--- src/rtl/newton_raphson_iter.sv ---
// newton_raphson_iter: multi-cycle Newton-Raphson refinement of a 1/sqrt(x) seed, valid/ready on both sides.
// Optional result/term clamping with sticky sat flag when NR_SAT_EN is defined.
module newton_raphson_iter #(
  parameter int WIDTH = 16,
  parameter int FRAC  = 12,
  parameter int ITERS = 1
) (
  input  logic             clk,
  input  logic             rst_n,
  input  logic             in_valid,
  output logic             in_ready,
  input  logic [WIDTH-1:0] x_half,
  input  logic [WIDTH-1:0] y0,
  output logic             out_valid,
  input  logic             out_ready,
  output logic [WIDTH-1:0] y,
  output logic             sat
);
  localparam int L = 2*WIDTH+2;
  localparam logic [L-1:0] ONE5 = L'(3) << (FRAC-1);
  localparam logic [L-1:0] HALF = L'(1) << (FRAC-1);
  localparam logic [1:0]   LAST = 2'(ITERS-1);
  if (ITERS < 1 || ITERS > 4 || FRAC < 1 || FRAC >= WIDTH) begin : g_bad_param
    $error("newton_raphson_iter: illegal WIDTH/FRAC/ITERS");
  end
  typedef enum logic [2:0] {IDLE, M1, M2, M3, DONE} state_t;
  state_t state_q, state_d;
  logic [1:0] iter_q, iter_d;
  logic [WIDTH-1:0] x_q, x_d, y_q, y_d;
  logic [L-1:0] t1_q, t1_d, b_q, b_d;
  logic [L-1:0] x_e, y_e, p1, p2, b_raw;
  logic signed [L-1:0] prod, y_nx;
  logic accept;
`ifdef NR_SAT_EN
  localparam logic signed [L-1:0] YMAX = $signed(L'({WIDTH{1'b1}}));
  logic sat_q, sat_d;
  assign sat = sat_q;
`else
  assign sat = 1'b0;
`endif
  assign out_valid = state_q == DONE;
  assign y = y_q;
  always_comb begin
    x_e = L'(x_q);
    y_e = L'(y_q);
    p1 = x_e * y_e;
    p2 = t1_q * y_e;
    b_raw = ONE5 - (p2 >> FRAC);
    prod = $signed(y_e) * $signed(b_q);
    y_nx = (prod + $signed(HALF)) >>> FRAC;
    in_ready = state_q == IDLE || (state_q == DONE && out_ready);
    accept = in_valid && in_ready;
    state_d = state_q;
    iter_d = iter_q;
    x_d = x_q;
    y_d = y_q;
    t1_d = t1_q;
    b_d = b_q;
`ifdef NR_SAT_EN
    sat_d = sat_q;
`endif
    if (accept) begin
      state_d = M1;
      iter_d = 2'd0;
      x_d = x_half;
      y_d = y0;
`ifdef NR_SAT_EN
      sat_d = 1'b0;
`endif
    end else begin
      case (state_q)
        M1: begin
          t1_d = p1 >> FRAC;
          state_d = M2;
        end
        M2: begin
          b_d = b_raw;
`ifdef NR_SAT_EN
          if (b_raw[L-1]) begin
            b_d = '0;
            sat_d = 1'b1;
          end
`endif
          state_d = M3;
        end
        M3: begin
          y_d = WIDTH'(y_nx);
`ifdef NR_SAT_EN
          if (y_nx > YMAX) begin
            y_d = '1;
            sat_d = 1'b1;
          end
`endif
          state_d = iter_q == LAST ? DONE : M1;
          iter_d = iter_q == LAST ? iter_q : iter_q + 2'd1;
        end
        DONE: state_d = out_ready ? IDLE : DONE;
        default: state_d = state_q;
      endcase
    end
  end
  always_ff @(posedge clk) begin
    if (!rst_n) begin
      state_q <= IDLE;
      iter_q <= '0;
      x_q <= '0;
      y_q <= '0;
      t1_q <= '0;
      b_q <= '0;
`ifdef NR_SAT_EN
      sat_q <= 1'b0;
`endif
    end else begin
      state_q <= state_d;
      iter_q <= iter_d;
      x_q <= x_d;
      y_q <= y_d;
      t1_q <= t1_d;
      b_q <= b_d;
`ifdef NR_SAT_EN
      sat_q <= sat_d;
`endif
    end
  end
endmodule

--- config.mk ---
export PLATFORM = sky130hd
export DESIGN_NAME = newton_raphson_iter
export DESIGN_NICKNAME = d
export VERILOG_FILES = /design/src/rtl/newton_raphson_iter.sv
export SDC_FILE = /design/constraint.sdc
export NUM_CORES = 2
export LEC_CHECK = 0
export ABC_AREA = 1
export BUFFER_PORTS_ARGS = -buffer_cell sky130_fd_sc_hd__buf_4
export CAP_MARGIN = 10
export CORE_MARGIN = 1
export CORE_UTILIZATION = 60
export CTS_BUF_LIST = sky130_fd_sc_hd__clkbuf_4
export DETAILED_ROUTE_END_ITERATION = 8
export PLACE_DENSITY_LB_ADDON = 0.3
export REMOVE_ABC_BUFFERS = 1
export SETUP_SLACK_MARGIN = 0.1
export SLEW_MARGIN = 15
export SYNTH_ARGS = -nofsm -noshare
export SYNTH_HDL_FRONTEND = slang
export SYNTH_SLANG_ARGS = --single-unit
export TNS_END_PERCENT = 50
--- constraint.sdc ---
create_clock -name clk -period 6.2 [get_ports clk]
set_clock_uncertainty 0.2 [all_clocks]
set_input_delay 1.24 -clock clk [delete_from_list [all_inputs] [get_ports clk]]
set_output_delay 1.24 -clock clk [all_outputs]
set_load 0.1 [all_outputs]
==> run_results.csv <==
group,metric,value,unit
layout,final_cells,5596,
layout,mostFrequentLayoutCell,"inv_1",
cts,clkSinkCount,80,
cts,clk_pin_slew,180,ps
cts,numCtsBuffers,9,
layout,layout_common_cells,"inv_1, nand2_1, fa_1",
status,status,"complete, no violations",
die,initial_utilization,0.6098,
die,core,55310,sq um
route,vias,29480,
sta,whs,286.3,ps
die,die_h,239.1,um
sta,setup_viol,0,
route,drt_wl_total,94.50,mm
route,wl_met2,47.25,mm
die,die_area,57160,sq um
die,ios,55,
global_route,grt_use_total,0.3368,
cts,cts_tree,"yes",
sta,clock.fmax,161.9,MHz
synthesis,async_flop_share,0,
synthesis,synth_edf_count,0,
pwr,leakage,22.27,nW
worst_setup_path,critPathSlowestCell,"fa_1",
min_path,holdCritPathClass,"reg -> reg",
route,top_layer,"met5",
route,drt_first_pass_iters,8,
placement,dp_cells,5507,
worst_setup_path,crit_path_max_fanout,8,
global_route,grt_pass1_wl,150.6,mm
route,met3WireLength,6.536,mm
worst_setup_path,max_stage_delay,560,ps
synthesis,ys_top_cells_by_area,"fa_1, inv_1, nand2_1",
synthesis,synth_cell_type_count,52,
sta,period_share,0.9963,
cts,htree_levels,3,
placement,port_buffers,53,
layout,final_nets,5851,
route,drtAntennaViolNets,0,
worst_setup_path,critPathLaunchType,"flip-flop",
synthesis,synth-main-ff-cell,"dfxtp_1",
pwr,ir_drop,0.1443,mV
global_route,grt_max_degree,42,
layout,drive_above_1_share,0.1682,
placement,place_ws,-376.4,ps
synthesis,synth-seq-cells,80,
route,route.detailed.drc,0,
synthesis,syn-instance-count,4621,
flow_run,maxCapViolCount,0,
worst_setup_path,worst_ep_required_time,6530,ps
route,vias_per_cell,5.268,
layout,fillers,4436,
cts,cts_buffer_depth,2,
placement,hpwl,77.76,mm
sta,period_needed,6177,ps
cts,clk_latency,600,ps
cts,root_buffer,"clkbuf_4",
synthesis,netlist.area_leader.share,0.4084,
synthesis,syn_area,33730,sq um
die,die_x,239.1,um
synthesis,synth-seq-area-share,0.04748,
worst_setup_path,worst_path_dominant_cell_family,"adder cells",
layout,utilization,0.7127,
cts,postCtsHoldBufs,0,
global_route,antenna_found_initial,3,
sta,slew_violations,0,
sta,setup_tns,0,ps
sta,rsz0062_at_grt,"true",
worst_setup_path,crit_arrival,6500,ps
sta,relSlewSlack,0.4747,
sta,worst_pin_slew,786.0,ps
worst_setup_path,setup.worst_path.class,"reg -> reg",
route,wl_per_cell,16.89,um
synthesis,syn_avg_cell_area,7.299,sq um
route,wl_met1,36.92,mm
synthesis,synth_warnings,0,
placement,place_congestion,0.9362,
route,first_iter_violations,1982,
worst_setup_path,crit_path_end_kind,"flip-flop",
worst_setup_path,cp.buffers_inverters,10,
global_route,grt_pass1_vias,30030,
pwr,power.density,106.3,nW/um^2
die,rows,86,
sta,setup_slack,23.03,ps
layout,syn_to_final_growth,16.88,%
global_route,overflow,0,
sta,hold_viol,0,
synthesis,yosysTopAreaCell,"fa_1",
## flip-flops by register name (all words and copies together) (netlist names)
signal and cells:
b_q 23, t1_q 20, x_q 16, y 16, state_q 3, iter_q 2
## final cells by class
| cell class | count | area (sq um) | share of cell area |
|---|---|---|---|
| multi-input combinational | 2940 | 27620 | 0.7007 |
| inverter | 1371 | 5149 | 0.1306 |
| timing repair buffer | 438 | 3870 | 0.09817 |
| sequential | 80 | 1697 | 0.04304 |
| tap | 748 | 935.9 | 0.02374 |
| clock inverter | 7 | 72.57 | 0.001841 |
| clock buffer | 9 | 67.56 | 0.001714 |
| antenna | 3 | 7.507 | 0.0001904 |
## power breakdown
part | internal [mW] | leakage [nW] | switching (mW) | total [mW]
clock | 0.0948 | 0.0742 | 0.278 | 0.373
sequential | 0.564 | 0.677 | 0.135 | 0.699
combinational | 1.30 | 21.5 | 1.82 | 3.12
## synth_stat cells (all sizes together), types with 10 or more instances
master / count
o21bai: 20
nand4: 25
nand3: 93
inv: 1370
nor2: 155
ha: 287
a21oi: 126
buf: 33
a31oi: 16
xor2: 33
fa: 688
nand2: 1299
o211ai: 18
o21a: 10
o21ai: 81
nor3: 19
xnor2: 25
dfxtp: 80
clkbuf: 197
a21o: 11
## per-stage QoR
stage	cell area (sq um)	total power, mW
after global placement	36920	3.227
after global routing	39420	4.493
after detailed placement	36920	3.270
after floorplan	32850	2.121
after CTS	37980	3.818
final	39420	4.192
## per-layer routing
layer,up-vias,GRT usage
li1,13590,-
met1,14460,0.4239
met2,1153,0.5913
met3,271,0.04180
met5,-,0
met4,2,0.1265
## path summary, 6_finish.rpt
kind,startpoint,endpoint,slack (ps),cells past startpoint
worst max-delay path,t1_q[7],b_q[15],20,32
worst min-delay path,iter_q[1],iter_q[1],290,2
worst max register to register,t1_q[7],b_q[15],20,32
worst min register to register,iter_q[1],iter_q[1],290,2
## cell families after synthesis
kind of cell	count (synthesis)	share of synthesized area
AO/OA/AOI/OAI	300	0.05194
adder cells (fa/ha/maj)	975	0.5148
XOR/XNOR	58	0.01606
other	1	0.0001112
flip-flops	80	0.04748
buffers and inverters	1601	0.1785
AND/OR/NAND/NOR	1606	0.1911
## tightest hold or removal path, delay by kind of cell, from the launching register on
family	cells	cell delay, ps
flops	1	340
compound gates	2	130
## repair_timing
item,in CTS,in global routing
pin swaps,50,106
gates cloned,1,1
resized for setup,156,277
setup endpoints to repair,47,53
setup buffers,33,35
hold endpoints to repair,0,0
No activity file was read; power rests on OpenSTA's default activity.
